**config.mk**
```make
export PLATFORM = sky130hd
export DESIGN_NAME = stream_averager
export DESIGN_NICKNAME = d
export VERILOG_FILES = /design/src/rtl/stream_averager.sv
export SDC_FILE = /design/constraint.sdc
export NUM_CORES = 1
export LEC_CHECK = 0
export CAP_MARGIN = 25
export CORE_MARGIN = 8
export CORE_UTILIZATION = 50
export CTS_CLUSTER_SIZE = 14
export DETAILED_ROUTE_END_ITERATION = 10
export PLACE_DENSITY = 0.77
export SLEW_MARGIN = 10
export SYNTH_ARGS = -nofsm -noshare
export SYNTH_HDL_FRONTEND = slang
export SYNTH_SLANG_ARGS = --single-unit
```
**constraint.sdc**
```tcl
create_clock -name CLKin -period 2.85 [get_ports CLKin]
set_input_delay 0.285 -clock CLKin [delete_from_list [all_inputs] [get_ports CLKin]]
set_output_delay 0.285 -clock CLKin [all_outputs]
set_load 0.05 [all_outputs]
```
**src/rtl/stream_averager.sv**
```systemverilog
`default_nettype none
// ============================================================================
// Module      : stream_averager
// Description : Mean of every 2^LOG2_N unsigned samples, as a block or a
//               sliding-window average, with valid/ready on both sides.
//               Optional macro STREAM_AVERAGER_ROUND_EN selects round-half-up.
// Revision    : 1.0 - initial release
// ============================================================================
module stream_averager #(
    parameter int DATA_W  = 8,
    parameter int LOG2_N  = 2,
    parameter int SLIDING = 0
) (
    input  logic              CLKin,
    input  logic              reset,
    input  logic              clear,
    input  logic [DATA_W-1:0] data_in,
    input  logic              data_valid,
    output logic              data_ready,
    output logic [DATA_W-1:0] data_out,
    output logic              data_valid_out,
    input  logic              data_ready_out
);

    localparam int ACC_W = DATA_W + LOG2_N;
    localparam int CNT_W = LOG2_N + 1;
    localparam int N     = 1 << LOG2_N;

    localparam logic [CNT_W-1:0] C_LAST = CNT_W'(N - 1);
`ifdef STREAM_AVERAGER_ROUND_EN
    localparam logic [ACC_W-1:0] C_ROUND = ACC_W'(1) << (LOG2_N - 1);
`else
    localparam logic [ACC_W-1:0] C_ROUND = '0;
`endif

    logic              w_accept;
    logic              w_take;
    logic              w_last;
    logic              w_load;
    logic [ACC_W-1:0]  w_sum;
    logic [ACC_W-1:0]  w_rounded;
    logic [ACC_W-1:0]  w_avg;

    logic [DATA_W-1:0] r_data_out;
    logic              r_valid_out;

    assign data_ready     = !r_valid_out || data_ready_out;
    assign data_out       = r_data_out;
    assign data_valid_out = r_valid_out;

    // clear discards a coincident sample, so it never reaches the datapath
    assign w_accept  = data_valid && data_ready;
    assign w_take    = w_accept && !clear;
    assign w_load    = w_take && w_last;
    assign w_rounded = w_sum + C_ROUND;
    assign w_avg     = w_rounded >> LOG2_N;

    generate
        if (SLIDING == 0) begin : g_block
            logic [ACC_W-1:0] r_acc;
            logic [CNT_W-1:0] r_cnt;

            assign w_sum  = r_acc + ACC_W'(data_in);
            assign w_last = (r_cnt == C_LAST);

            always_ff @(posedge CLKin or negedge reset) begin
                if (!reset) begin
                    r_acc <= '0;
                    r_cnt <= '0;
                end else if (clear) begin
                    r_acc <= '0;
                    r_cnt <= '0;
                end else if (w_take) begin
                    if (w_last) begin
                        r_acc <= '0;
                        r_cnt <= '0;
                    end else begin
                        r_acc <= w_sum;
                        r_cnt <= r_cnt + CNT_W'(1);
                    end
                end
            end
        end else begin : g_sliding
            localparam logic [CNT_W-1:0] C_N = CNT_W'(N);

            logic [DATA_W-1:0] r_hist [N];
            logic [LOG2_N-1:0] r_wptr;
            logic [ACC_W-1:0]  r_acc;
            logic [CNT_W-1:0]  r_cnt;

            // Modular arithmetic keeps the running sum exact despite the subtract
            assign w_sum  = r_acc + ACC_W'(data_in) - ACC_W'(r_hist[r_wptr]);
            assign w_last = (r_cnt >= C_LAST);

            always_ff @(posedge CLKin or negedge reset) begin
                if (!reset) begin
                    for (int i = 0; i < N; i++) begin
                        r_hist[i] <= '0;
                    end
                    r_wptr <= '0;
                    r_acc  <= '0;
                    r_cnt  <= '0;
                end else if (clear) begin
                    for (int i = 0; i < N; i++) begin
                        r_hist[i] <= '0;
                    end
                    r_wptr <= '0;
                    r_acc  <= '0;
                    r_cnt  <= '0;
                end else if (w_take) begin
                    r_hist[r_wptr] <= data_in;
                    r_wptr         <= r_wptr + LOG2_N'(1);
                    r_acc          <= w_sum;
                    if (r_cnt != C_N) begin
                        r_cnt <= r_cnt + CNT_W'(1);
                    end
                end
            end
        end
    endgenerate

    always_ff @(posedge CLKin or negedge reset) begin
        if (!reset) begin
            r_data_out  <= '0;
            r_valid_out <= 1'b0;
        end else if (w_load) begin
            r_data_out  <= w_avg[DATA_W-1:0];
            r_valid_out <= 1'b1;
        end else if (r_valid_out && data_ready_out) begin
            r_valid_out <= 1'b0;
        end
    end

    // A full-scale window plus rounding must still fit in DATA_W bits
    always_ff @(posedge CLKin) begin
        if (reset && w_load) begin
            assert (w_avg < (ACC_W'(1) << DATA_W));
        end
    end

endmodule
`default_nettype wire

```
==> Word level (Yosys, flattened, before mapping) <==
Cells that the tools add are included.
{ "op_classes": {"n_addsub": 2, "n_eq_ne": 1, "mux": 8, "n_reduce_logical": 9} }
{ "op_table": {"columns": ["cell", "n"], "rows": [
  ["two-way mux 10 bit", 3],
  ["adder 10 x 8 -> 10 bit", 1],
  ["two-way mux 3 bit", 3],
  ["logical AND 1 bit", 4],
  ["nonzero test 2 bit", 2],
  ["adder 3 x 1 -> 3 bit, second input constant", 1],
  ["== test 3 x 2 -> 1 bit, second input constant", 1],
  ["zero test 1 bit", 2],
  ["two-way mux 1 bit", 2],
  ["logical OR 1 bit", 1]
]} }
{ "totals": {"regBits": 22, "in_bits": 13} }

==> Depth between registers and ports, before layout <==
{ "logic_depth": {"depth_word": 6, "depth_mapped": 8, "depth_no_buf": 8} }

==> Worst setup path before layout <==
Ideal clock, no wire load.
{ "synth_path": {"path_type": "reg-to-reg", "from": "register r_valid_out (netlist: data_valid_out)", "to": "register r_data_out[2] (netlist: data_out[2])", "setup_time_ns": 0.125, "t_arrival_ns": 1.821, "required_ns": 2.725, "path_slack_ns": 0.905, "path_stages_with_launch": 6, "n_path_buf": 1, "cell_sequence": "dfrtp_1 nand2b_2 nand2_2 nor3b_2 buf_2 mux2_2"} }
{ "synth_between": {"elab_chain_len": 5} }
{ "synth_rtl": {"columns": ["item", "line", "rtl"], "rows": [
  ["from (decl)", "45", "logic r_valid_out;"],
  ["from (signal assigned)", "125", "r_valid_out <= 1'b0;"],
  ["from (signal assigned)", "128", "r_valid_out <= 1'b1;"],
  ["from (signal assigned)", "130", "r_valid_out <= 1'b0;"],
  ["zero test 1 bit", "47", "assign data_ready = !r_valid_out || data_ready_out;"],
  ["logical OR 1 bit", "47", null],
  ["named net data_ready", "19", "output logic data_ready,"],
  ["logical AND 1 bit", "52", "assign w_accept = data_valid && data_ready;"],
  ["logical AND 1 bit", "53", "assign w_take = w_accept && !clear;"],
  ["logical AND 1 bit", "54", "assign w_load = w_take && w_last;"],
  ["to (signal assigned)", "127", "r_data_out <= w_avg[DATA_W-1:0];"],
  ["to (decl)", "44", "logic [DATA_W-1:0] r_data_out;"]
]} }
The timed path passes the listed nets, and every way through them passes these cells.
A chain may end at the register's enable or synchronous reset.

==> Worst setup path after layout <==
{ "layout_path": {"from": "input data_in[0]", "to": "register r_data_out[4] (netlist: data_out[4])"} }
{ "layout_between": {"elab_chain_len": 1} }
{ "layout_rtl": {"columns": ["item", "line", "rtl"], "rows": [
  ["from (decl)", "17", "input logic [DATA_W-1:0] data_in,"],
  ["adder 10 x 8 -> 10 bit", "63", "assign w_sum = r_acc + ACC_W'(data_in);"]
]} }
Every way passes these cells.

==> reports/qor_table.md <==
| Quantity | Reported | Unit |
| --- | --- | --- |
| Result of the run | finished clean | - |
| Most frequent cell after synthesis | sky130_fd_sc_hd__dfrtp_1 | - |
| Type of the most critical hold path | in -> async | - |
| Clock tree sinks | 22 | - |
| Type of the worst setup path | in -> reg | - |
| Post-DP HPWL | 1.99 | mm |
| Slew at the pin with the worst max-slew slack | 0.678 | ns |
| Most frequent cells after synthesis | 22 x sky130_fd_sc_hd__dfrtp_1, 10 x sky130_fd_sc_hd__a21oi_1, 9 x sky130_fd_sc_hd__ha_1 | - |
| Leftover overflow at the end of global routing | 0 | - |
| Top cell type by total area after synthesis | sky130_fd_sc_hd__dfrtp_1 | - |
| Initial antenna violation count | 0 | - |
| Crit path arrival time | 2.28 | ns |
| Cell count after synthesis | 117 | - |
| Count of buffering cells on the critical path with inverters included | 2 | - |
| Peak supply drop | 0.392 | mV |
| Slew headroom | 0.545 | - |
| Routed length per instance | 15.1 | µm |
| Post-detailed-route count of antenna-violating nets | 0 | - |
| Total negative setup slack | 0 | ns |
| Root Buffer Master | sky130_fd_sc_hd__clkbuf_4 | - |
| # port buffers | 22 | - |
| Post-CTS setup repair buffer count | 0 | - |
| Initial core utilization | 0.522 | - |
| Ant. Diodes | 0 | - |
| Cell family contributing the most delay on the critical path | adder cells | - |
| Final count of negative-setup-slack endpoints | 0 | - |
| Overall die area | 4440 | µm² |
| Via count | 973 | - |
| Startpoint class of the critical path | input port | - |
| RSZ-0062 raised after global routing | no | - |
| Routed WL | 2.64 | mm |
| Post-synth design cell area | 1280 | µm² |
| Width of the die | 66.6 | µm |
| Floorplan die height | 66.6 | µm |
| Number of distinct library cells after synthesis | 37 | - |
| Most frequently used flop master after synthesis | sky130_fd_sc_hd__dfrtp_1 | - |
| Htree depth | 1 | - |
| Design Power | 1.00 | mW |
| Cells taking the most area after synthesis | sky130_fd_sc_hd__dfrtp_1 43%, sky130_fd_sc_hd__ha_1 8.8%, sky130_fd_sc_hd__a22o_1 4.1% | - |
| Share of post-route cells with drive strength above 1 | 0.160 | - |
| Seq/Total Area, Yosys | 0.430 | - |
| Synthesis-stage register bit count | 22 | - |
| Count of TritonRoute iterations in the first routing pass | 4 | - |
| Largest fanout of any net on the critical path | 3 | - |
| Clock input transition at the sequential cells of the worst setup and hold paths | 0.12 | ns |
| Yosys warnings | 0 | - |
| Max Slew Vio Count | 0 | - |
| Critical register-to-register path startpoint | g_block.r_acc[0] | - |
| Placeable core region | 2450 | µm² |
| Via/cell ratio | 5.59 | - |
| Layout overhead on the synthesized area | 25.8 | % |
| Async SR Flop Fraction | 1.00 | - |
| Via count of the first global-routing pass | 1004 | - |
| Number of nets in the layout | 168 | - |
| Post-route design area | 1610 | µm² |
| Avg Inst Size Synth | 11.0 | µm² |
| Largest net degree at the start of global routing | 23 | - |
| Core Util, Final | 0.656 | - |
| First-pass GRT wire length | 4.54 | mm |
| Static leakage power | 0.709 | nW |
| Post-cts resize count | 0 | - |
| DRC violation count after routing | 0 | - |
| Highest clock rate | 483 | MHz |
| Hold violation count in the final report | 0 | - |
| Worst path max stage delay | 0.47 | ns |
| Number of design-rule violations left by the first detailed-router iteration | 48 | - |
| Hold bufs inserted after CTS | 0 | - |
| Worst clock skew | 0.000902 | ns |
| Clock tree from TritonCTS | yes | - |
| Number of standard-cell rows in the floorplan | 18 | - |
| Mapped Nets | 140 | - |
| Tightest hold margin | 0.234 | ns |
| Critical-path cell list | clkdlybuf4s50_1 -> ha_1 -> inv_1 -> fa_1 -> nor2b_4 -> o31a_1 -> o22ai_1 -> xnor2_1 -> mux2_4 | - |
| Critical path startpoint | data_in[0] | - |
| Ports | 23 | - |
| Placed standard-cell area | 1540 | µm² |
| Max-cap violations | 0 | - |
| TritonCTS Buffers | 3 | - |
| Worst-Skew Late Latency | 0.31 | ns |
| Slowest cell on the critical path | sky130_fd_sc_hd__clkdlybuf4s50_1 | - |
| Total track usage | 0.129 | - |
| Final cycle utilization of the critical path | 0.726 | - |
| Number of buffers on the longest clock path | 2 | - |
| Required time at the worst-slack endpoint | 3.06 | ns |
| Area share of the largest cell type after synthesis | 0.430 | - |
| Nature of the critical path endpoint | flop | - |
| Cell area power density | 623 | nW/µm² |
| Final weighted congestion of routability-driven global placement | 0.841 | - |
| Fin crit period | 2.07 | ns |
| Post-synth EDFFs | 0 | - |
==> flip-flops by register name (all words and copies together), names as in the netlist <==
signal and cells:
g_block.r_acc 10, data_valid_out 1, g_block.r_cnt 3, data_out 8
==> per-stage QoR <==
stage	cells	setup slack, ns
after floorplan	117	0.905
after global placement	169	0.486
after detailed placement	169	0.444
after CTS	173	0.773
after global routing	174	0.683
final	174	0.782
==> layer usage <==
metal  vias to the layer above  GRT usage  routed length [µm]
met4                         0     0.0400                  16
li1                        472          -                   -
met3                         2     0.0336                 138
met5                         -          0                   0
met1                       481      0.150                1180
met2                        18      0.225                1310
==> logic make-up after synthesis <==
group           after synthesis  synth area share
flops                        22             0.430
xor+xnor                      7            0.0479
simple gates                 30             0.141
buf+inv                       9            0.0283
fa+ha+maj                    10             0.104
mux                           5            0.0469
compound gates               34             0.203
==> cells in the final DEF (no fill, tap or decap), types with 2 or more instances in the layout <==
cell type / netlist / final
sky130_fd_sc_hd__a21oi_1: 10 / 10
sky130_fd_sc_hd__a22o_1: 6 / 6
sky130_fd_sc_hd__buf_4: 0 / 2
sky130_fd_sc_hd__clkbuf_4: 0 / 3
sky130_fd_sc_hd__clkdlybuf4s50_1: 0 / 22
sky130_fd_sc_hd__dfrtp_1: 22 / 22
sky130_fd_sc_hd__ha_1: 9 / 9
sky130_fd_sc_hd__inv_1: 7 / 7
sky130_fd_sc_hd__mux2_2: 4 / 4
sky130_fd_sc_hd__nand2_1: 6 / 6
sky130_fd_sc_hd__nand2b_1: 2 / 2
sky130_fd_sc_hd__nor2_1: 7 / 7
sky130_fd_sc_hd__nor2b_1: 2 / 2
sky130_fd_sc_hd__o211ai_1: 2 / 2
sky130_fd_sc_hd__o21ai_0: 8 / 8
sky130_fd_sc_hd__or3_1: 2 / 2
sky130_fd_sc_hd__xnor2_1: 6 / 6
==> worst reg2reg max path: stages, from the launching register on <==
cell and delay [ns]:
sky130_fd_sc_hd__dfrtp_1 0.37, sky130_fd_sc_hd__ha_1 0.16, sky130_fd_sc_hd__inv_1 0.05, sky130_fd_sc_hd__fa_1 0.43
sky130_fd_sc_hd__nor2b_4 0.14, sky130_fd_sc_hd__o31a_1 0.22, sky130_fd_sc_hd__o22ai_1 0.12, sky130_fd_sc_hd__xnor2_1 0.15
sky130_fd_sc_hd__mux2_4 0.26
==> report_power, final <==
part           switching [mW]  total (mW)  leakage (nW)  internal [mW]
Sequential             0.0252       0.382         0.296          0.356
Combinational           0.226       0.382         0.385          0.156
Clock                  0.0982       0.240        0.0279          0.142
Total                   0.350        1.00         0.709          0.655
==> final cells by class <==
| type | count | area, µm² |
|---|---|---|
| Inverter | 7 | 26.3 |
| Multi-Input combinational cell | 86 | 694 |
| Clock inverter | 1 | 30.0 |
| Timing Repair Buffer | 25 | 250 |
| Clock buffer | 3 | 22.5 |
| Fill cell | 194 | 843 |
| Sequential cell | 22 | 551 |
| Tap cell | 30 | 37.5 |
==> worst paths after layout <==
kind	slack [ns]	end	depth (start not counted)
worst max-delay path	0.78	data_out[4]	9
worst min-delay path	0.23	g_block.r_acc[5]	1
worst max register to register	0.85	data_out[4]	8
worst min register to register	0.50	g_block.r_cnt[0]	1
max in group asynchronous	2.19	data_out[0]	2
min in group CLKin	0.50	g_block.r_cnt[0]	1
Note: power is estimated with default switching activity, not from simulation.
